==> src/rtl/cplx_pkg.sv <==
// Shared constants and the sign-manipulation helper for the complex conjugate scheduler.
package cplx_pkg;

    localparam int CW      = 64;
    localparam int HALF    = CW / 2;
    localparam int SIGN_RE = 63;
    localparam int SIGN_IM = 31;

    typedef enum logic [1:0] {
        OP_PASS = 2'b00,
        OP_CONJ = 2'b01,
        OP_NEG  = 2'b10,
        OP_MULJ = 2'b11
    } op_e;

    // Pure bit manipulation: only sign bits move, so NaN/Inf/denormal payloads survive.
    function automatic logic [CW-1:0] apply_op(input logic [1:0] op, input logic [CW-1:0] d);
        logic [CW-1:0] r;
        r = d;
        case (op)
            OP_CONJ: r[SIGN_IM] = ~d[SIGN_IM];
            OP_NEG: begin
                r[SIGN_RE] = ~d[SIGN_RE];
                r[SIGN_IM] = ~d[SIGN_IM];
            end
            OP_MULJ: begin
                r = {d[HALF-1:0], d[CW-1:HALF]};
                r[SIGN_RE] = ~r[SIGN_RE];
            end
            default: r = d;
        endcase
        return r;
    endfunction

endpackage

==> src/rtl/cplx_conj_scheduler_if.sv <==
// Requester and result bus of the complex conjugate scheduler.
interface cplx_conj_scheduler_if
    import cplx_pkg::*;
#(
    parameter int N_REQ = 4
) ();
    localparam int ID_W = (N_REQ > 1) ? $clog2(N_REQ) : 1;

    logic [N_REQ-1:0]    req_valid;
    logic [N_REQ-1:0]    req_ready;
    logic [N_REQ*CW-1:0] req_data;
    logic [N_REQ*2-1:0]  req_op;
    logic                out_valid;
    logic                out_ready;
    logic [CW-1:0]       out_data;
    logic [ID_W-1:0]     out_id;
    logic                busy;

    modport master (
        output req_valid, req_data, req_op, out_ready,
        input  req_ready, out_valid, out_data, out_id, busy
    );

    modport slave (
        input  req_valid, req_data, req_op, out_ready,
        output req_ready, out_valid, out_data, out_id, busy
    );
endinterface

==> src/rtl/cplx_rr_arbiter.sv <==
// Round-robin one-hot grant: search starts at ptr and wraps modulo N_REQ.
module cplx_rr_arbiter #(
    parameter int  N_REQ = 4,
    localparam int ID_W  = (N_REQ > 1) ? $clog2(N_REQ) : 1
) (
    input  logic [N_REQ-1:0] req,
    input  logic [ID_W-1:0]  ptr,
    input  logic             enable,
    output logic [N_REQ-1:0] grant
);
    logic            found;
    logic [ID_W-1:0] idx;
    int              pos;

    always_comb begin
        grant = '0;
        found = 1'b0;
        idx   = '0;
        pos   = 0;
        for (int k = 0; k < N_REQ; k++) begin
            pos = int'(ptr) + k;
            if (pos >= N_REQ) pos -= N_REQ;
            idx = pos[ID_W-1:0];
            if (!found && req[idx]) begin
                grant[idx] = 1'b1;
                found      = 1'b1;
            end
        end
        if (!enable) grant = '0;
    end
endmodule

==> src/rtl/cplx_conj_scheduler.sv <==
// Arbitrates N_REQ complex operands into one sign-manipulation pipeline of PIPE_DEPTH stages.
module cplx_conj_scheduler
    import cplx_pkg::*;
#(
    parameter int N_REQ      = 4,
    parameter int PIPE_DEPTH = 4
) (
    input  logic                  clk,
    input  logic                  rst_n,
    cplx_conj_scheduler_if.slave  bus
);
    localparam int ID_W = (N_REQ > 1) ? $clog2(N_REQ) : 1;

    logic [PIPE_DEPTH-1:0]           vld_pipe;
    logic [PIPE_DEPTH-1:0][CW-1:0]   data_pipe;
    logic [PIPE_DEPTH-1:0][ID_W-1:0] id_pipe;
    logic [ID_W-1:0]                 ptr;
    logic [ID_W-1:0]                 gidx;
    logic [ID_W-1:0]                 ptr_nxt;
    logic [N_REQ-1:0]                grant;
    logic [CW-1:0]                   sel_data;
    logic [1:0]                      sel_op;
    logic                            adv;
    logic                            xfer;

    assign adv = !vld_pipe[PIPE_DEPTH-1] || bus.out_ready;

    // Gating with rst_n keeps req_ready low while reset is held.
    cplx_rr_arbiter #(.N_REQ(N_REQ)) u_arb (
        .req    (bus.req_valid),
        .ptr    (ptr),
        .enable (adv && rst_n),
        .grant  (grant)
    );

    assign xfer = |grant;

    always_comb begin
        gidx     = '0;
        sel_data = '0;
        sel_op   = '0;
        for (int i = 0; i < N_REQ; i++) begin
            if (grant[i]) begin
                gidx     = ID_W'(i);
                sel_data = bus.req_data[i*CW +: CW];
                sel_op   = bus.req_op[2*i +: 2];
            end
        end
    end

    assign ptr_nxt = (gidx == ID_W'(N_REQ-1)) ? '0 : gidx + ID_W'(1);

    always_ff @(posedge clk or negedge rst_n) begin
        if (!rst_n) begin
            vld_pipe  <= '0;
            data_pipe <= '0;
            id_pipe   <= '0;
            ptr       <= '0;
        end else begin
            if (xfer) ptr <= ptr_nxt;
            if (adv) begin
                vld_pipe[0]  <= xfer;
                data_pipe[0] <= xfer ? apply_op(sel_op, sel_data) : '0;
                id_pipe[0]   <= gidx;
                for (int s = 1; s < PIPE_DEPTH; s++) begin
                    vld_pipe[s]  <= vld_pipe[s-1];
                    data_pipe[s] <= data_pipe[s-1];
                    id_pipe[s]   <= id_pipe[s-1];
                end
            end
        end
    end

    assign bus.req_ready = grant;
    assign bus.out_valid = vld_pipe[PIPE_DEPTH-1];
    assign bus.out_data  = data_pipe[PIPE_DEPTH-1];
    assign bus.out_id    = id_pipe[PIPE_DEPTH-1];
    assign bus.busy      = |vld_pipe;
endmodule

==> src/flat_wrapper.sv <==
// flat-port wrapper written by rule: the top's interface ports become plain ports
module cplx_conj_scheduler_flat import cplx_pkg::*;
#(
    parameter int N_REQ      = 4,
    parameter int PIPE_DEPTH = 4
)
  (clk, rst_n, bus_req_valid, bus_req_data, bus_req_op, bus_out_ready, bus_req_ready, bus_out_valid, bus_out_data, bus_out_id, bus_busy);
  cplx_conj_scheduler_if #(.N_REQ(N_REQ)) bus_i ();
  input  logic clk;
  input  logic rst_n;
  input wire logic [$bits(bus_i.req_valid)-1:0] bus_req_valid;
  input wire logic [$bits(bus_i.req_data)-1:0] bus_req_data;
  input wire logic [$bits(bus_i.req_op)-1:0] bus_req_op;
  input wire logic [$bits(bus_i.out_ready)-1:0] bus_out_ready;
  output wire logic [$bits(bus_i.req_ready)-1:0] bus_req_ready;
  output wire logic [$bits(bus_i.out_valid)-1:0] bus_out_valid;
  output wire logic [$bits(bus_i.out_data)-1:0] bus_out_data;
  output wire logic [$bits(bus_i.out_id)-1:0] bus_out_id;
  output wire logic [$bits(bus_i.busy)-1:0] bus_busy;
  assign bus_i.req_valid = bus_req_valid;
  assign bus_i.req_data = bus_req_data;
  assign bus_i.req_op = bus_req_op;
  assign bus_i.out_ready = bus_out_ready;
  assign bus_req_ready = bus_i.req_ready;
  assign bus_out_valid = bus_i.out_valid;
  assign bus_out_data = bus_i.out_data;
  assign bus_out_id = bus_i.out_id;
  assign bus_busy = bus_i.busy;
  cplx_conj_scheduler #(.N_REQ(N_REQ), .PIPE_DEPTH(PIPE_DEPTH)) u_core (.clk(clk), .rst_n(rst_n), .bus(bus_i));
endmodule
==> config.mk <==
export PLATFORM = sky130hd
export DESIGN_NAME = cplx_conj_scheduler_flat
export DESIGN_NICKNAME = d
export VERILOG_FILES = /design/src/rtl/cplx_pkg.sv /design/src/rtl/cplx_conj_scheduler_if.sv /design/src/rtl/cplx_rr_arbiter.sv /design/src/rtl/cplx_conj_scheduler.sv /design/src/flat_wrapper.sv
export SDC_FILE = /design/constraint.sdc
export NUM_CORES = 1
export LEC_CHECK = 0
export BUFFER_PORTS_ARGS = -buffer_cell sky130_fd_sc_hd__buf_2
export CORE_AREA = 2 2 176 143
export CTS_CLUSTER_SIZE = 24
export DETAILED_ROUTE_END_ITERATION = 6
export DIE_AREA = 0 0 178 145
export PLACE_DENSITY = 0.84
export SLEW_MARGIN = 0
export SYNTH_ARGS = -nofsm -noshare
export SYNTH_HDL_FRONTEND = slang
export SYNTH_HIERARCHICAL = 1
export SYNTH_SLANG_ARGS = --single-unit
==> constraint.sdc <==
create_clock -name clk -period 10.3 [get_ports clk]
set_input_delay 0.515 -clock clk [delete_from_list [all_inputs] [get_ports clk]]
set_output_delay 0.515 -clock clk [all_outputs]
set_load 0.05 [all_outputs]
* Yosys cells after proc, flatten, opt, wreduce, memory -nomap -nowiden
Index checks and enable logic that the tools add are counted.
Cells by class: order comparisons 12, $add $sub $neg 8, equality and inequality tests 4, bitwise operators 5, muxes and demuxes 45, reduce and logical (&&, ||, !) cells 16
Operator list (number):
- 2-to-1 mux 64 bit | 5
- 2-to-1 mux 31 bit | 2
- 2-to-1 mux 2 bit | 11
- 2-to-1 mux 4 bit | 5
- < comparator 2 x 3 -> 1 bit (second input constant) | 4
- 2-to-1 mux 1 bit | 12
- OR 4 bit | 3
- >= comparator 3 bit (second input constant) | 3
- binary-select mux 1 bit (select 2 bit) | 4
- demux 1 bit (select 2 bit) | 4
- >= comparator 2 x 1 -> 1 bit (second input constant) | 4
- logical AND 1 bit | 8
- OR reduction 4 bit | 2
- subtractor 2 x 1 -> 2 bit (second input constant) | 4
- adder 2 x 2 -> 3 bit (second input constant) | 2
- == test 2 bit (second input constant) | 3
- zero test 1 bit | 4
- case mux 1 bit (2 select lines) | 2
- adder 2 x 1 -> 3 bit (second input constant) | 1
- >= comparator 2 x 3 -> 1 bit (second input constant) | 1
- adder 2 x 1 -> 2 bit (second input constant) | 1
- == test 2 x 1 -> 1 bit (second input constant) | 1
- inverter 1 bit | 2
- OR reduction 2 bit | 1
- logical OR 1 bit | 1
Word-level totals: input port bits 271, flip-flop bits (word level) 270, word-level logic and storage cells 100, output and inout port bits 72

* Depth between registers and ports, before layout
Gate-level depths: netlist (run 1).
depth in word-level cells 23, depth in mapped cells 20, mapped depth without buffers 16

* Cells and area by module
The synthesis (run 1) kept the hierarchy.
Modules (own cells, without submodules):
- cplx_conj_scheduler | times used 1, area each 12724.7 µm², cells an instance 1055
- cplx_rr_arbiter | times used 1, area each 351.6 µm², cells an instance 33

* Least setup slack after synthesis (run 1)
Ideal clock, no wire load.
path kind reg2reg, start point register u_core.ptr[0], end point register u_core/data_pipe[35] in the netlist's numbering, clock period less this slack 5.033 ns, arrival time 4.901 ns, buffers on the path 4, cell stages (with the launch flop) 18, setup slack 5.267 ns, setup time 0.132 ns, path through dfrtp_1 -> inv_1 -> ha_1 -> mux4_2 -> nor4b_4 -> a22oi_1 -> a31oi_1 -> nor2b_4 -> buf_6 -> buf_4 -> a22oi_1 -> nand2_1 -> o211a_1 -> ha_1 -> clkbuf_2 -> buf_1 -> mux2i_1 -> o21ai_1
On the way: word-level cells in the longest chain between the ends 22, elaborated cells on any way between the ends 72, those cells by class add/sub (7); order compare (12); eq/ne (1); mux (38); bitwise (3); reduce/logical (11)
Ends and longest elaborated chain:
- from (decl) | RTL line cplx_conj_scheduler.sv:17 | logic [ID_W-1:0] ptr;
- from (signal assigned) | RTL line cplx_conj_scheduler.sv:60 | if (xfer) ptr <= ptr_nxt;
- branches (longest 13 deep; another with adder 2 x 1 -> 3 bit)
- 2-to-1 mux 4 bit * | RTL line cplx_rr_arbiter.sv:24 | if (!found && req[idx]) begin
- 2-to-1 mux 4 bit * | RTL line cplx_rr_arbiter.sv:29 | if (!enable) grant = '0;
- via bus_req_ready[0] | RTL line flat_wrapper.sv:15 | output wire logic [$bits(bus_i.req_ready)-1:0] bus_req_ready;
- 2-to-1 mux 2 bit (4 in a row) | RTL line cplx_conj_scheduler.sv:43 | if (grant[i]) begin
- == test 2 bit | RTL line cplx_pkg.sv:20 | case (op)
- 2-to-1 mux 31 bit | RTL line cplx_pkg.sv:20
- 2-to-1 mux 64 bit * | RTL line cplx_conj_scheduler.sv:63 | data_pipe[0] <= xfer ? apply_op(sel_op, sel_data) : '0;
- to (signal, indexed assignment) | RTL line cplx_conj_scheduler.sv:67 | data_pipe[s] <= data_pipe[s-1];
- to (decl) | RTL line cplx_conj_scheduler.sv:15 | logic [PIPE_DEPTH-1:0][CW-1:0] data_pipe;
Mark *: on every way through the listed nets, which the timed path passes. The select of a mux whose other input is x is not followed. A chain may end at the register's enable or synchronous reset.

* Worst setup path after layout (run 1)
start point register u_core.ptr[0], end point register u_core/data_pipe[63] in the netlist's numbering
On the way: word-level cells in the longest chain between the ends 22, elaborated cells on any way between the ends 75, those cells by class add/sub (7); order compare (12); eq/ne (2); mux (38); bitwise (5); reduce/logical (11)
Ends and longest elaborated chain (RTL line):
- branches (longest 13 deep; another with adder 2 x 1 -> 3 bit)
- 2-to-1 mux 4 bit * | cplx_rr_arbiter.sv:24
- 2-to-1 mux 4 bit * | cplx_rr_arbiter.sv:29
- 2-to-1 mux 2 bit or 2-to-1 mux 64 bit (tied branches) (4 in a row) | cplx_conj_scheduler.sv:43
- == test 2 bit (tied with other cells) | cplx_pkg.sv:20
- case mux 1 bit (2 select lines) | cplx_pkg.sv:20
- 2-to-1 mux 64 bit * | cplx_conj_scheduler.sv:63
Every way passes the cells marked *. The select of a mux whose other input is x is not followed.

==> flow_metrics.py, run 1 <==
metrics = {
    "outcome": {
        "status": "completed",
    },
    "routing": {
        "wl_met3_mm": 2.202,
        "top_layer": "met5",
        "drt_pre_antenna_iters": 5,
        "drtIter0Drc": 583,
        "dr_wl_met2_mm": 14.55,
        "drc": 0,
        "post_drt_via_cell_ratio": 5.643,
        "met1Wirelength_mm": 13.36,
        "avgRoutedWirePerCell_um": 18.55,
        "vias": 9379,
        "wirelength_mm": 30.82,
        "ant_nets": 0,
    },
    "placement": {
        "dpl.cell_count": 1612,
        "gp_congestion": 0.9038,
        "dp_hpwl_mm": 20.94,
        "port_buffers": 342,
        "placed_area_mm2": 0.01440,
    },
    "logic_synthesis": {
        "syn_inst": 1088,
        "synth-seq-cells": 270,
        "yosys.cell_count.top_type": "dfrtp_1",
        "ys.flop_type": "dfrtp_1",
        "synth_cell_types": 46,
        "synth_top_cell_area_share": 0.5167,
        "ys_warn_count": 6,
        "synth_commonest_cells": "dfrtp_1, mux2_2, nand2_1",
        "synth_area_leaders": "dfrtp_1, mux2_2, mux2i_1, buf_4, a22oi_1",
        "avgSynthCellArea_um2": 12.02,
        "synthesis.nets": 1371,
        "yosysTopAreaCell": "dfrtp_1",
        "yosysSeqAreaShare": 0.5167,
        "synth-edff-count": 0,
        "async_flop_share": 1.000,
        "syn_area_mm2": 0.01308,
    },
    "die": {
        "core_region_area_mm2": 0.02406,
        "fp.dieH_um": 145,
        "die_x_um": 178,
        "die_area_mm2": 0.02581,
        "ioPinCount": 343,
        "rows": 51,
        "start_util": 0.5436,
    },
    "grt": {
        "grt_pass1_vias": 9534,
        "antenna_found_initial": 2,
        "grt_max_degree": 176,
        "grt_pass1_wl_mm": 48.47,
        "grt_overflow_total": 0,
        "grt.total_usage": 0.2343,
    },
    "flow_run": {
        "maxCapViolCount": 0,
    },
    "critical_path": {
        "worstSetupEndpointType": "flop",
        "worst_r2r_path_depth": 17,
        "required_ns": 10.75,
        "rr_startpoint": "u_core/ptr[0]",
        "cp_max_fo": 55,
        "cp_slowest_cell": "a31oi_4",
        "cp_data_arrival_time_ns": 5.85,
        "worstSetupPathType": "reg -> reg",
        "worst_setup_path_start_kind": "flop",
        "timing.rr.end": "u_core/data_pipe[63]",
        "crit_chain": "inv_1, ha_1, mux4_2, nor4b_4, a22oi_1, a31oi_4, buf_4, a22oi_1, nand2_1, o211a_1, ha_2, buf_4, nand2_1, nor3_1, a31oi_1, nor2_1, a221o_1",
        "regToRegSetupSlack_ns": 4.90,
        "cpPeakStageDelay_ns": 0.64,
    },
    "timing": {
        "fin_skew_ns": 0.007479,
        "finalSetupViolCount": 0,
        "fin_crit_sh": 0.5246,
        "relSlewSlack": 0.1987,
        "fin_hold_ws_ns": 0.001750,
        "tns_ns": 0,
        "hold_viol": 0,
        "slew_viol_final": 0,
        "rsz0062_at_grt": "false",
        "timing.fmax_mhz": 185.1,
        "worstMarginPinSlew_ns": 1.202,
        "min_period_ns": 5.403,
    },
    "cts": {
        "cts_setup_buffers": 0,
        "hold_buffers": 0,
        "cts_htree_levels": 1,
        "cts_root_buffer": "clkbuf_16",
        "cts_tree": "done",
        "worstSkewPairLatency_ns": 0.52,
        "cts_buffer_depth": 3,
        "cts_resized": 0,
        "cts.sinks": 270,
        "cts.clk_slew.worst_paths_ns": 0.06,
        "numCtsBuffers": 27,
    },
    "finish": {
        "layout.nets": 1606,
        "postLayoutCellArea_mm2": 0.01524,
        "seq_area_mm2": 0.006756,
        "multi_input_area_mm2": 0.005388,
        "final_cells": 1662,
        "final_core_util": 0.6337,
        "syn_to_final_growth_pct": 16.58,
        "fillCellCount": 1884,
        "drive_gt1_frac": 0.4623,
    },
    "power_and_ir_drop": {
        "power_per_cell_area_mw_per_mm2": 323.6,
        "power_leakage_nw": 7.454,
        "ir_worst_vdd_uv": 176.7,
    },
    "min_path": {
        "hp-class": "in -> async",
    },
}
-- worst max-delay path, delay by kind of cell (launching register included) --
| kind | cells | cell delay [ns] |
|---|---|---|
| flops | 1 | 0.59 |
| compound gates | 6 | 1.51 |
| simple gates | 5 | 0.90 |
| buf+inv | 3 | 1.35 |
| mux | 1 | 0.42 |
| fa+ha+maj | 2 | 0.54 |
-- stage by stage --
step / power (W) / setup WS, ns
2_1_floorplan: 0.003573 / 5.267
3_3_place_gp: 0.003908 / 5.282
3_5_place_dp: 0.004010 / 4.972
4_1_cts: 0.004953 / 4.955
5_1_grt: 0.005214 / 4.627
6_report: 0.004933 / 4.897
-- power by group --
group / switching [W] / total [W] / internal [W] / leakage [nW]
logic: 0.00147 / 0.00232 / 0.000852 / 3.34
clock network: 0.000388 / 0.000924 / 0.000537 / 0.417
registers: 0.000222 / 0.00169 / 0.00147 / 3.69
total: 0.00208 / 0.00493 / 0.00285 / 7.45
-- cells by family after synthesis --
kind of cell	synth area share
AOI/OAI and AO/OA	0.1296
DFF	0.5167
buffers and inverters	0.07396
and+or+nand+nor	0.04201
adders and majority gates	0.01148
muxes	0.2263
-- layer usage --
layer  global-route usage  vias to the layer above
li1                     -                     4366
met1               0.3203                     4602
met2               0.3787                      352
met3              0.05031                       57
met4              0.06434                        2
met5                    0                        -
-- cells in the final DEF (no fill, tap or decap), types with 2 or more instances in the layout --
cell type / synthesis / layout
clkbuf_16: 0 / 27
diode_2: 0 / 3
mux4_1: 2 / 2
nor3_1: 3 / 3
buf_4: 72 / 11
nor2_1: 7 / 7
nand2_1: 75 / 75
inv_1: 6 / 6
a21oi_1: 59 / 59
clkbuf_1: 9 / 6
clkbuf_8: 0 / 8
buf_2: 52 / 341
a21oi_2: 8 / 8
o21ai_1: 63 / 63
o22ai_1: 62 / 62
a31oi_1: 5 / 4
o211a_1: 2 / 2
mux2_2: 199 / 199
inv_2: 2 / 2
o21ai_0: 3 / 3
a22oi_1: 68 / 68
clkinv_2: 0 / 5
nand2b_1: 4 / 3
nor2b_1: 3 / 2
mux4_2: 2 / 2
nand3b_1: 5 / 5
mux2i_1: 62 / 62
dfrtp_1: 270 / 270
ha_2: 0 / 2
ha_1: 12 / 10
nor2b_4: 1 / 2
-- layout make-up --
cell class	count	share of cell area
clock inverters	6	0.002134
well taps	318	0.02610
repair buffers	354	0.1197
inverters	8	0.001970
multi-input cells	662	0.3534
flip-flops and latches	270	0.4432
clock buffers	41	0.05302
diodes	3	0.0004924
-- how the worst max path moves through the flow --
stage | startpoint | to | slack, ns | cells past startpoint
after detailed placement | u_core/ptr[0] | u_core/data_pipe[63] | 4.97 | 17
after global placement | u_core/ptr[0] | u_core/data_pipe[63] | 5.28 | 17
final | u_core/ptr[0] | u_core/data_pipe[63] | 4.90 | 17
after floorplan | u_core/ptr[0] | u_core/data_pipe[35] | 5.27 | 17
after global routing | u_core/ptr[0] | u_core/data_pipe[63] | 4.63 | 17
after CTS | u_core/ptr[0] | u_core/data_pipe[63] | 4.95 | 17
-- flip-flops by register name, indices dropped and copies added (netlist names) --
| name | count |
|---|---|
| u_core/id_pipe | 6 |
| u_core/ptr | 2 |
| u_core/bus.out_data | 64 |
| u_core/bus.out_id | 2 |
| u_core/data_pipe | 192 |
| u_core/vld_pipe | 4 |
Note: power is estimated with default switching activity, not from simulation.
==> run 2, diff against run 1 <==
- ABC_AREA: not set -> 1
- CORE_AREA: 2 2 176 143 -> 2 2 191 155
- DIE_AREA: 0 0 178 145 -> 0 0 193 157
- PLACE_DENSITY: 0.84 -> 0.79
- clock period: 10.3 -> 4.5 ns (I/O delays scaled with it)
==> flow_metrics.py, run 2 <==
metrics = {
    "critical_path": {
        "worstSetupEndpointType": "flop",
        "rr_startpoint": "u_core/ptr[1]",
        "cp_data_arrival_time_ns": 4.48,
        "startpoint": "u_core/ptr[1]",
        "cpMostUsedCell": "nand2_1",
        "critPathTopFamily": "buffers and inverters",
        "cp_max_fo": 28,
        "required_ns": 4.92,
        "cp_slowest_cell": "dfrtp_1",
        "worst_setup_path_start_kind": "flop",
        "worstSetupPathType": "reg -> reg",
        "crit_chain": "inv_1, ha_1, inv_1, nand2_1, nand2_1, nand3_1, nand2_1, nor2_1, a21oi_1, inv_2, nand2_4, o22ai_1, a31oi_2, ha_2, inv_1, buf_12, nand2_1, nand3_1, nand2_1",
        "cpPeakStageDelay_ns": 0.52,
        "path_buf_inv": 5,
    },
    "logic_synthesis": {
        "synth_top_cell_area_share": 0.4905,
        "synth_area_leaders": "dfrtp_1, nand2_1, nand3_1, buf_4, o22ai_1",
        "synth-edff-count": 0,
        "yosys.cell_count.top_type": "nand2_1",
        "synthesis.nets": 2172,
        "async_flop_share": 1.000,
        "synth_commonest_cells": "nand2_1, dfrtp_1, nand3_1",
        "syn_area_mm2": 0.01377,
        "avgSynthCellArea_um2": 7.292,
        "synth-xor-area-share": 0,
        "ys_warn_count": 6,
        "synth_cell_types": 27,
        "ys.flop_type": "dfrtp_1",
        "synth_compound_area_frac": 0.03879,
        "synth-seq-cells": 270,
        "syn_inst": 1889,
        "synthSimpleGateAreaFrac": 0.3630,
        "synthMuxAreaShare": 0,
        "synthAdderAreaFrac": 0.01090,
        "yosysTopAreaCell": "dfrtp_1",
        "synth_top_family_by_area": "simple AND/OR/NAND/NOR gates",
        "yosysSeqAreaShare": 0.4905,
    },
    "grt": {
        "antenna_found_initial": 1,
        "grt_max_degree": 172,
        "gr-usage-met3": 0.05084,
        "met1_usage": 0.3538,
        "grt_overflow_total": 0,
        "busiest_layer": "met2",
        "grt.total_usage": 0.2582,
        "grt_pass1_vias": 11960,
        "gr-usage-met2": 0.4241,
        "grt_pass1_wl_mm": 61.79,
    },
    "timing": {
        "timing.fmax_mhz": 246.3,
        "min_period_ns": 4.060,
        "fin_ws_ns": 0.4403,
        "fin_skew_ns": 0.006677,
        "worstMarginPinSlew_ns": 1.011,
        "fin_hold_ws_ns": 0.1460,
        "fin_crit_sh": 0.9022,
        "finalSetupViolCount": 0,
        "slew_viol_final": 0,
        "relSlewSlack": 0.3257,
        "hold_viol": 0,
    },
    "cts": {
        "cts.clk_slew.worst_paths_ns": 0.06,
        "cts_root_buffer": "clkbuf_16",
        "cts.sinks": 270,
        "numCtsBuffers": 28,
        "cts_setup_buffers": 0,
        "cts_htree_levels": 1,
        "cts_buffer_depth": 3,
        "cts_tree": "done",
        "worstSkewPairLatency_ns": 0.54,
    },
    "finish": {
        "drive_gt1_frac": 0.2220,
        "mostFrequentLayoutCell": "nand2_1",
        "syn_to_final_growth_pct": 17.50,
        "diodes": 0,
        "layout_common_cells": "nand2_1, buf_2, dfrtp_1, nand3_1, inv_1",
        "largest_reg_flops": 192,
        "regMostFlops": "u_core/data_pipe",
        "layout.nets": 2393,
    },
    "routing": {
        "post_drt_via_cell_ratio": 5.080,
        "ant_nets": 0,
        "vias": 12710,
        "drtIter0Drc": 959,
        "wirelength_mm": 39.49,
        "drt_pre_antenna_iters": 7,
        "drc": 0,
        "avgRoutedWirePerCell_um": 15.79,
    },
    "placement": {
        "dp_hpwl_mm": 27.91,
        "port_buffers": 342,
        "gp_congestion": 0.9203,
        "dpl_worst_slack_ns": 0.3138,
    },
    "power_and_ir_drop": {
        "power_per_cell_area_mw_per_mm2": 815.5,
        "p_total_w": 0.01320,
        "power_leakage_nw": 9.263,
        "ir_worst_vdd_uv": 512.6,
    },
    "die": {
        "die_x_um": 193,
        "ioPinCount": 343,
        "rows": 55,
        "die_area_mm2": 0.03030,
        "fp.dieH_um": 157,
        "core_region_area_mm2": 0.02821,
        "start_util": 0.4882,
    },
    "min_path": {
        "hp-class": "in -> reg",
        "worstHoldStart": "bus_req_data[32]",
    },
    "outcome": {
        "status": "completed",
    },
    "flow_run": {
        "maxCapViolCount": 0,
    },
}
## run 2: changes by cell type after synthesis, sizes merged, moves of 41 or more
cell and delta:
mux2i -62, nand3 +149, a22oi -68, mux2 -199, o21ai -61, clkbuf +41, nand2 +1013, inv +87
a21oi -63
## run 2: final cells by class
class,count,area [um^2]
inverter,95,364.1
timing repair buffer,364,1914
sequential,270,6756
clock buffer,39,793.3
clock inverter,12,153.9
fill,2655,12030
tap,370,462.9
multi-input combinational,1351,5741
## run 2: path summary, 6_finish.rpt
path	endpoint	cells after the start	slack, ns
worst min register to register	u_core/data_pipe[168]	2	0.47
min in group asynchronous	u_core/bus.out_data[29]	2	0.16
worst max register to register	u_core/data_pipe[38]	19	0.44
worst max-delay path	u_core/data_pipe[38]	19	0.44
max in group asynchronous	u_core/bus.out_data[35]	4	2.23
worst min-delay path	u_core/data_pipe[0]	7	0.15
## run 2: stage by stage
| step | utilization | setup TNS (ns) | std cells | cell area, um^2 |
|---|---|---|---|---|
| 2_1_floorplan | - | 0 | 1889 | 13770 |
| 3_3_place_gp | 0.5389 | 0 | 2449 | 15210 |
| 3_5_place_dp | 0.5389 | 0 | 2449 | 15210 |
| 4_1_cts | 0.5729 | 0 | 2501 | 16160 |
| 5_1_grt | 0.5737 | -0.002194 | 2501 | 16190 |
| 6_report | 0.5737 | 0 | 2501 | 16190 |
## run 2: tightest hold or removal path: stages
cell and delay, ns:
buf_2 0.07, nand2_1 0.04, nand3_1 0.06, nand2_1 0.08, nand2_1 0.06, nand3_1 0.06, nand2_1 0.05
## run 2: kinds of logic after synthesis
logic type,count (synthesis)
fa+ha+maj,12
flops,270
simple gates,1262
compound gates,77
buf+inv,268
## run 2: timing repair
item | CTS | global route
endpoints found under the setup margin | 0 | 62
hold buffers | 1 | 0
hold endpoints to repair | 32 | 0
resized for setup | 0 | 3
## run 2: power breakdown
| part | internal [W] | total, W | switching [W] | leakage [nW] |
|---|---|---|---|---|
| Combinational | 0.00193 | 0.00674 | 0.00480 | 5.29 |
| Clock | 0.00140 | 0.00236 | 0.000956 | 0.442 |
| Sequential | 0.00352 | 0.00410 | 0.000580 | 3.53 |
## run 2: per-layer routing
metal  part of all wire  vias up
li1                   -     6205
met1               0.44     5989
met2               0.47      441
met3              0.069       70
met4              0.022        0
met5                  0        -
==> run 3, diff against run 2 <==
- CORE_AREA: 2 2 191 155 -> 2 2 180 147
- DIE_AREA: 0 0 193 157 -> 0 0 182 149
- PLACE_DENSITY: 0.79 -> 0.83
- clock period: 4.5 -> 5.17 ns (I/O delays scaled with it)
==> flow_metrics.py, run 3 (synthesis gave the netlist of run 2 again) <==
metrics = {
    "power_and_ir_drop": {
        "swShare": 0.4837,
        "power_leakage_nw": 9.232,
        "power.share.combinational": 0.508,
        "ir_worst_vdd_uv": 491.6,
        "clock_power_share": 0.173,
        "p_sw_w": 0.005473,
        "p_int_w": 0.005842,
        "p_seq_frac": 0.319,
        "power_per_cell_area_mw_per_mm2": 706.8,
    },
    "cts": {
        "cts_root_buffer": "clkbuf_16",
        "cts_resized": 0,
        "cts.clk_slew.worst_paths_ns": 0.06,
        "cts_htree_levels": 1,
        "hold_buffers": 1,
        "cts_setup_buffers": 0,
        "cts_buffer_depth": 3,
        "numCtsBuffers": 27,
        "cts_tree": "done",
        "worstSkewPairLatency_ns": 0.54,
        "cts.sinks": 270,
    },
    "routing": {
        "vias": 12650,
        "drtIter0Drc": 1180,
        "wirelength_mm": 38.74,
        "drt_pre_antenna_iters": 6,
        "post_drt_via_cell_ratio": 5.156,
        "drc": 0,
        "ant_nets": 0,
        "avgRoutedWirePerCell_um": 15.79,
    },
    "die": {
        "die_x_um": 182,
        "rows": 53,
        "start_util": 0.5381,
        "core_region_area_mm2": 0.02560,
        "die_area_mm2": 0.02712,
        "ioPinCount": 343,
        "fp.dieH_um": 149,
    },
    "timing": {
        "timing.fmax_mhz": 226.9,
        "min_period_ns": 4.407,
        "slew_viol_final": 0,
        "rsz0062_at_grt": "false",
        "relSlewSlack": 0.1866,
        "hold_viol": 0,
        "finalSetupViolCount": 0,
        "fin_crit_sh": 0.8524,
        "tns_ns": 0,
        "worstMarginPinSlew_ns": 1.220,
        "fin_skew_ns": 0.01803,
    },
    "grt": {
        "antenna_found_initial": 1,
        "grt_pass1_wl_mm": 61.93,
        "grt.total_usage": 0.2841,
        "grt_pass1_vias": 11990,
        "grt_max_degree": 272,
        "grt_overflow_total": 0,
    },
    "critical_path": {
        "cpPeakStageDelay_ns": 0.84,
        "worstSetupEndpointType": "flop",
        "rr_startpoint": "u_core/ptr[1]",
        "required_ns": 5.60,
        "startpoint": "u_core/ptr[1]",
        "critPathTopFamily": "buffers and inverters",
        "path_buf_inv": 5,
        "cp_max_fo": 31,
        "cp_data_arrival_time_ns": 4.83,
        "crit_chain": "inv_1, ha_1, inv_1, nand3_1, nand2_1, nand3_2, nor2_1, nor2_1, a21oi_1, buf_4, inv_2, nand2_4, o22ai_1, a31oi_1, ha_2, inv_1, nand2_1, nand3_1, nand2_1",
        "worstSetupPathType": "reg -> reg",
        "worst_setup_path_start_kind": "flop",
        "cp_slowest_cell": "inv_1",
    },
    "finish": {
        "largest_reg_flops": 192,
        "layout.nets": 2385,
        "regMostFlops": "u_core/data_pipe",
        "diodes": 0,
        "postLayoutCellArea_mm2": 0.01601,
        "syn_to_final_growth_pct": 16.21,
        "drive_gt1_frac": 0.2195,
        "mostFrequentLayoutCell": "nand2_1",
        "layout_common_cells": "nand2_1, buf_2, dfrtp_1, nand3_1, inv_1",
    },
    "min_path": {
        "worstHoldStart": "bus_req_data[41]",
        "hp-class": "in -> reg",
    },
    "placement": {
        "placed_area_mm2": 0.01509,
        "port_buffers": 342,
        "dp_hpwl_mm": 26.70,
        "gp_congestion": 0.8803,
    },
    "outcome": {
        "status": "completed",
    },
    "flow_run": {
        "maxCapViolCount": 0,
    },
}
[run 3: cell types whose count changed in the layout (fill, tap and decap cells not counted), moves of 2 or more]
cell	delta
buf_4	-6
clkbuf_16	-2
clkbuf_1	-3
clkinvlp_4	-5
clkbuf_8	+6
bufinv_16	-2
a31oi_1	+2
a31oi_2	-2
clkinv_2	+5
[run 3: worst paths after layout]
kind                       slack [ns]  depth (start not counted)                       to
max in group asynchronous        3.54                          3    u_core/data_pipe[116]
min in group asynchronous        0.23                          2  u_core/bus.out_data[30]
max                              0.76                         19     u_core/data_pipe[36]
min                              0.18                          7     u_core/data_pipe[41]
max reg2reg                      0.76                         19     u_core/data_pipe[36]
min reg2reg                      0.46                          2    u_core/data_pipe[141]
[run 3: cell type report]
class                      count  area [um^2]
fill                        2339         9589
sequential                   270         6756
multi-input combinational   1351         5718
timing repair buffer         357         1849
clock buffer                  40        814.5
tap                          330        412.9
inverter                      95        364.1
clock inverter                10        92.59
[run 3: per-layer routing]
metal / wire, um / up-vias / track usage
met4: 908 / 0 / 0.06935
met5: 0 / - / 0
met2: 17910 / 463 / 0.4605
li1: - / 6192 / -
met3: 2387 / 59 / 0.03125
met1: 17530 / 5933 / 0.4138
[run 3: through the flow]
| stage | power, W | std cells | utilization | hold WS, ns | worst slack (ns) |
|---|---|---|---|---|---|
| 2_1_floorplan | 0.008031 | 1889 | - | -0.03709 | 0.6911 |
| 3_3_place_gp | 0.009186 | 2402 | 0.5895 | 0.2191 | 0.9969 |
| 3_5_place_dp | 0.009328 | 2402 | 0.5895 | 0.2204 | 0.8792 |
| 4_1_cts | 0.01134 | 2453 | 0.6254 | 0.1654 | 0.8731 |
| 5_1_grt | 0.01219 | 2453 | 0.6254 | 0.1903 | 0.3711 |
| 6_report | 0.01132 | 2453 | 0.6254 | 0.1794 | 0.7630 |
[run 3: power by group through the flow]
stage	clock [W]	combinational [W]	sequential (W)
after global placement	0	0.00559	0.00360
after CTS	0.00200	0.00573	0.00361
after floorplan	0	0.00456	0.00347
final	0.00196	0.00575	0.00361
after detailed placement	0	0.00570	0.00363
after global routing	0.00208	0.00639	0.00372
[run 3: worst register-to-register path: cells and delay by family, from the launching register on]
family	cells	cell delay, ns
buffers and inverters	5	1.64
and+or+nand+nor	9	1.06
adders and majority gates	2	0.65
DFF	1	0.53
AOI/OAI and AO/OA	3	0.41
